--- src/rtl/fifo_rd_pkg.sv ---
// Shared constants and types for the FIFO read-side drain engine.
// Imported by the skid buffer and the drain top level.
package fifo_rd_pkg;

    localparam int DEF_DATA_WIDTH = 8;
    localparam int DEF_CNT_WIDTH  = 16;

    // Buffer occupancy, 0..2
    typedef logic [1:0] occ_t;

    localparam occ_t OCC_FULL = 2'd2;

endpackage

--- src/rtl/fifo_rd_skid.sv ---
// Two-entry circular buffer that absorbs the FIFO read latency.
// Head data is always taken from registered entries, never bypassed.
module fifo_rd_skid
    import fifo_rd_pkg::*;
#(
    parameter int DATA_WIDTH = DEF_DATA_WIDTH
) (
    input  logic                  clk,
    input  logic                  rst_n,
    input  logic                  push,
    input  logic [DATA_WIDTH-1:0] push_data,
    input  logic                  pop,
    output occ_t                  occ,
    output logic                  valid,
    output logic [DATA_WIDTH-1:0] head
);

    logic [DATA_WIDTH-1:0] mem [2];
    logic                  wr_ptr;
    logic                  rd_ptr;
    logic                  do_push;
    logic                  do_pop;

    // A push into a full buffer without a pop would overwrite the head;
    // it is dropped here and flagged as overflow by the top level.
    assign do_push = push & ((occ != OCC_FULL) | pop);
    assign do_pop  = pop & (occ != 2'd0);

    assign valid = (occ != 2'd0);
    assign head  = mem[rd_ptr];

    // Storage, pointers and occupancy update
    always_ff @(posedge clk or negedge rst_n) begin
        if (!rst_n) begin
            mem[0] <= '0;
            mem[1] <= '0;
            wr_ptr <= 1'b0;
            rd_ptr <= 1'b0;
            occ    <= '0;
        end else begin
            if (do_push) begin
                mem[wr_ptr] <= push_data;
                wr_ptr      <= ~wr_ptr;
            end
            if (do_pop) begin
                rd_ptr <= ~rd_ptr;
            end
            occ <= occ + occ_t'(do_push) - occ_t'(do_pop);
        end
    end

endmodule

--- src/rtl/fifo_rd_drain.sv ---
// Read-side drain engine: issues FIFO reads, buffers the returned words,
// streams them out on valid/ready, counts deliveries and latches errors.
module fifo_rd_drain
    import fifo_rd_pkg::*;
#(
    parameter int DATA_WIDTH = DEF_DATA_WIDTH,
    parameter int CNT_WIDTH  = DEF_CNT_WIDTH
) (
    input  logic                  r_clk,
    input  logic                  rrst_n,
    input  logic                  enable,
    input  logic                  empty,
    input  logic [DATA_WIDTH-1:0] data_out,
    input  logic                  read_error,
    output logic                  r_en,
    output logic [DATA_WIDTH-1:0] m_data,
    output logic                  m_valid,
    input  logic                  m_ready,
    output logic [CNT_WIDTH-1:0]  rd_count,
    output logic                  err_sticky,
    input  logic                  clr_err,
    output logic                  idle
);

    logic inflight;
    logic pop;
    occ_t occ;
    occ_t used;
    logic overflow;
    logic err_set;

    assign pop  = m_valid & m_ready;
    assign used = occ + occ_t'(inflight);

    // Issue a read only when its word is guaranteed a buffer slot.
    // Held low during reset so nothing is consumed from the FIFO.
    assign r_en = rrst_n & enable & ~empty &
                  ((used < OCC_FULL) | ((used == OCC_FULL) & pop));

    assign idle     = (occ == 2'd0) & ~inflight;
    assign overflow = inflight & (occ == OCC_FULL) & ~pop;
    assign err_set  = read_error | overflow;

    fifo_rd_skid #(
        .DATA_WIDTH(DATA_WIDTH)
    ) u_skid (
        .clk      (r_clk),
        .rst_n    (rrst_n),
        .push     (inflight),
        .push_data(data_out),
        .pop      (pop),
        .occ      (occ),
        .valid    (m_valid),
        .head     (m_data)
    );

    // Track the read whose data returns next cycle
    always_ff @(posedge r_clk or negedge rrst_n) begin
        if (!rrst_n) begin
            inflight <= 1'b0;
        end else begin
            inflight <= r_en;
        end
    end

    // Delivered-word counter, wraps silently
    always_ff @(posedge r_clk or negedge rrst_n) begin
        if (!rrst_n) begin
            rd_count <= '0;
        end else if (pop) begin
            rd_count <= rd_count + 1'b1;
        end
    end

    // Sticky error; clear wins over a same-cycle set
    always_ff @(posedge r_clk or negedge rrst_n) begin
        if (!rrst_n) begin
            err_sticky <= 1'b0;
        end else if (clr_err) begin
            err_sticky <= 1'b0;
        end else if (err_set) begin
            err_sticky <= 1'b1;
        end
    end

endmodule
--- config.mk ---
export PLATFORM = sky130hd
export DESIGN_NAME = fifo_rd_drain
export DESIGN_NICKNAME = d
export VERILOG_FILES = /design/src/rtl/fifo_rd_pkg.sv /design/src/rtl/fifo_rd_skid.sv /design/src/rtl/fifo_rd_drain.sv
export SDC_FILE = /design/constraint.sdc
export NUM_CORES = 1
export LEC_CHECK = 0
export ABC_AREA = 1
export CORE_ASPECT_RATIO = 0.75
export CORE_MARGIN = 2
export CORE_UTILIZATION = 55
export CTS_BUF_LIST = sky130_fd_sc_hd__clkbuf_4
export CTS_CLUSTER_DIAMETER = 150
export CTS_CLUSTER_SIZE = 25
export DETAILED_ROUTE_END_ITERATION = 7
export PLACE_DENSITY = 0.9
export SYNTH_ARGS = -nofsm -noshare
export SYNTH_HDL_FRONTEND = slang
export SYNTH_SLANG_ARGS = --single-unit
--- constraint.sdc ---
create_clock -name r_clk -period 4.3 [get_ports r_clk]
set_input_delay 0.645 -clock r_clk [delete_from_list [all_inputs] [get_ports r_clk]]
set_output_delay 0.645 -clock r_clk [all_outputs]
set_load 0.01 [all_outputs]
# Word-level counts from Yosys, hierarchy flattened
# Cells that the tools add are included.
[word_totals] register_bits=38 inputBits=15 wordCells=51
[classes] add_sub_neg=4 n_lt_le_gt_ge=4 eq_ne=3 n_mux=8 bitwise=20 reduce_logical=4
[op_table] op="2-to-1 mux 8 bit" n=4
[op_table] op="adder 16 x 1 -> 16 bit (second input constant)" n=1
[op_table] op="bitwise mux 16 bit" n=1
[op_table] op="AND 1 bit" n=10
[op_table] op="demux 8 bit (select 1 bit)" n=1
[op_table] op="NOT 1 bit" n=5
[op_table] op="adder 2 x 1 -> 2 bit" n=2
[op_table] op="equality test 2 bit (second input constant)" n=2
[op_table] op="greater-or-equal comparator 2 bit (second input constant)" n=2
[op_table] op="NOT 1 -> 2 bit" n=2
[op_table] op="nonzero test 2 bit" n=2
[op_table] op="bitwise OR 1 bit" n=3
[op_table] op="logical NOT 2 bit" n=1
[op_table] op="less-than comparator 2 x 1 -> 1 bit (second input constant)" n=1
[op_table] op="less-than comparator 2 bit (second input constant)" n=1
[op_table] op="2-to-1 mux 1 bit" n=2
[op_table] op="!= test 2 bit (second input constant)" n=1
[op_table] op="subtractor 2 x 1 -> 2 bit" n=1
[op_table] op="logical AND 1 bit" n=1

# Longest topological paths before layout
[logic_depth] word_depth=7 depth_mapped=8 depth_no_buf=8

# By module
# From an unflattened synthesis, not the netlist that was laid out.
[hier_totals] cells_unflattened=240 hier_area_um2=1951.9
[modules_own_cells] module="fifo_rd_skid" instances=1 cells_per_inst=120 area_per_inst_um2=992.2 seq_area_each_um2=500.5
[modules_own_cells] module="fifo_rd_drain" instances=1 cells_per_inst=120 area_per_inst_um2=959.7 seq_area_each_um2=450.4

# Least setup slack after synthesis
# Ideal clock, no wire load.
[synth_timing] path_type="in2out" startpoint="in m_ready" endpoint="out r_en" arrival_time_ps=1103 required_time_ps=3655 setup_slack_ps=2552 cell_stages=3 n_path_buf=0 path_cell_list="o21ai_1 nor2_1 o21a_1"
[synth_via] elab_chain_len=4
[synth_lines] element="from (decl)" line="fifo_rd_drain.sv:18" text="input logic m_ready,"
[synth_lines] element="AND 1 bit" line="fifo_rd_drain.sv:32" text="assign pop = m_valid & m_ready;"
[synth_lines] element="AND 1 bit" line="fifo_rd_drain.sv:38" text="((used < OCC_FULL) | ((used == OCC_FULL) & pop));"
[synth_lines] element="bitwise OR 1 bit" line="fifo_rd_drain.sv:38"
[synth_lines] element="AND 1 bit" line="fifo_rd_drain.sv:37" text="assign r_en = rrst_n & enable & ~empty &"
[synth_lines] element="to (decl)" line="fifo_rd_drain.sv:15" text="output logic r_en,"
# Every way passes these cells.

# Worst setup path after layout
# Same ends and word-level chain as after synthesis.

==> impl_metrics.tcl <==
set metrics [dict create \
    htreeDepth 2 \
    setup_viol 0 \
    drt_iter0_markers 127 \
    gr-total-overflow 0 \
    worst-r2r-cell-count 6 \
    io_buffers 42 \
    async_reset_ff_share_pct 100.0 \
    wirelength_mm 3.465 \
    synth_common_cells "70 x nand2_1, 38 x dfrtp_1, 25 x inv_1" \
    num_vias 1499 \
    synth_seq_cells 38 \
    ios 43 \
    synthesis.nets 234 \
    setup_tns_ns 0 \
    crit_path_max_fanout 6 \
    leakage_nw 1.172 \
    timing.final.crit_share_pct 63.72 \
    clock_sink_count 38 \
    fin_nets 279 \
    rsz0062_at_grt "false" \
    yosysTopAreaCell "dfrtp_1" \
    crit_arrival_ns 2.09 \
    synth_cell_types 25 \
    gp_congestion 0.8024 \
    wl_per_cell_um 11.47 \
    synth.yosys.seq_area_share_pct 50.80 \
    cts_tree "done" \
    avgViaCountPerCell 4.964 \
    synth_top_area_share_pct 50.80 \
    cts_hold_buf 0 \
    clock_latency_ns 0.35 \
    firstDrtPassIters 4 \
    layout-drive-gt1-share_pct 8.779 \
    antenna_found_initial 0 \
    grt_start_max_net_pins 40 \
    p_total_mw 1.323 \
    crit_required_ns 3.65 \
    grt_pass1_wl_mm 5.692 \
    die_area_um2 3891 \
    path_clk_slew_ns 0.12 \
    synth.most_common_cell "nand2_1" \
    finalCriticalPeriod_ns 2.740 \
    postRouteAntennaNets 0 \
    grt_pass1_vias 1307 \
    numCtsBuffers 5 \
    die_w_um 71.36 \
    initial_core_util_pct 57.32 \
    yosys-top-cells-area "dfrtp_1 51%, nand2_1 14%, inv_1 5.0%" \
    syn_to_final_growth_pct 25.67 \
    relSlewSlack_pct 52.48 \
    synth_edf_count 0 \
    worst_slew_pin_slew_ns 0.7128 \
    syn_area_um2 1872 \
    worst_clock_skew_ns 0.01053 \
    ys.flop_type "dfrtp_1" \
    grt_use_met3_pct 6.998 \
    drc 0 \
    cts_buffer_depth 2 \
    critPathKind "in -> out" \
    yosysWarnings 0 \
    hold_class "in -> async" \
    avgSynthCellArea_um2 8.666 \
    core_area_um2 3266 \
    maxCapViolations 0 \
    hold_slack_ns 0.3307 \
    cts_root_buf "clkbuf_4" \
    drv_slew 0 \
    critPathCaptureType "output port" \
    postCtsSetupRepairBufs 0 \
    grt.total_usage_pct 19.67 \
    syn_inst 216 \
    antennaDiodeCount 0 \
    cts_resized 0 \
    hold_viol_final 0 \
    met2_usage_pct 30.71 \
    powerDensity_nw_per_um2 562.3 \
    max_freq_mhz 365.0 \
    outcome "finished, final reports clean" \
    fp-row-count 18 \
    top_usage_layer "met2" \
    cp-start-kind "primary input" \
    ir_drop_v 0.0003181 \
    place_hpwl_mm 2.534 \
    use_met1_pct 26.02 \
    die_h_um 54.52 \
]
[stage by stage]
stage                     util [%]  instances  instance area [um2]  setup WS [ns]
after floorplan                  -        216                 1872          2.552
after global placement       70.38        294                 2298          1.588
after global routing         72.03        302                 2352          1.454
after CTS                    72.03        302                 2352          1.551
after detailed placement     70.38        294                 2298          1.560
final                        72.03        302                 2352          1.560
[kinds of logic after synthesis]
family	Yosys count	share of synthesized area, %
compound gates	19	6.818
buf+inv	31	7.686
flops	38	50.80
simple gates	109	25.20
xor+xnor	16	7.487
fa+ha+maj	3	2.006
[metal layers]
metal | vias to the layer above | routed length [um]
met1 | 699 | 1657
li1 | 755 | -
met3 | 7 | 180
met2 | 38 | 1568
met5 | - | 0
met4 | 0 | 59
[final timing paths]
path	from	slack (ns)	to
setup / recovery	m_ready	1.56	r_en
hold / removal	rrst_n	0.33	u_skid.occ[0]
setup reg to reg	u_skid.occ[0]	2.66	u_skid.mem[9]
hold reg to reg	u_skid.mem[8]	0.49	u_skid.mem[8]
max in group asynchronous	rrst_n	3.63	rd_count[5]
min in group r_clk	u_skid.mem[8]	0.49	u_skid.mem[8]
[registers in the layout, summed over array words and instances (netlist names)]
register	cells
u_skid.rd_ptr	1
err_sticky	1
u_skid.occ	2
u_skid.wr_ptr	1
u_skid.mem	16
inflight	1
rd_count	16
[worst max-delay path, stage by stage]
cell	delay (ns)
clkdlybuf4s50_1	0.48
o21ai_1	0.17
nor2_1	0.13
o21a_1	0.14
clkdlybuf4s50_1	0.53
[cell type report]
cell class | count | area (um2)
Sequential cell | 38 | 950.9
Tap cell | 40 | 50.05
Inverter | 26 | 97.59
Multi-Input combinational cell | 147 | 777.0
Timing Repair Buffer | 43 | 422.9
Clock buffer | 6 | 45.04
Fill cell | 250 | 913.4
Clock inverter | 2 | 8.758
[where the power goes]
group	internal [mW]	switching, mW	leakage [nW]	total (mW)
combinational	0.290	0.258	0.654	0.548
sequential	0.481	0.110	0.485	0.591
clock	0.0678	0.116	0.0331	0.184
total	0.839	0.484	1.17	1.32
[cells in the final DEF, fill, tap and decap left out, drive strengths merged]
master and n:
nor3 1, nand2 72, o21a 1, clkbuf 6
a21oi 1, nand4 3, dfrtp 38, clkinv 3
ha 3, o21ai 17, clkdlybuf4s50 41, inv 25
or2 1, xnor2 7, nand3 13, nor2 19
buf 2, xor2 9
Note: power is estimated with default switching activity, not from simulation.
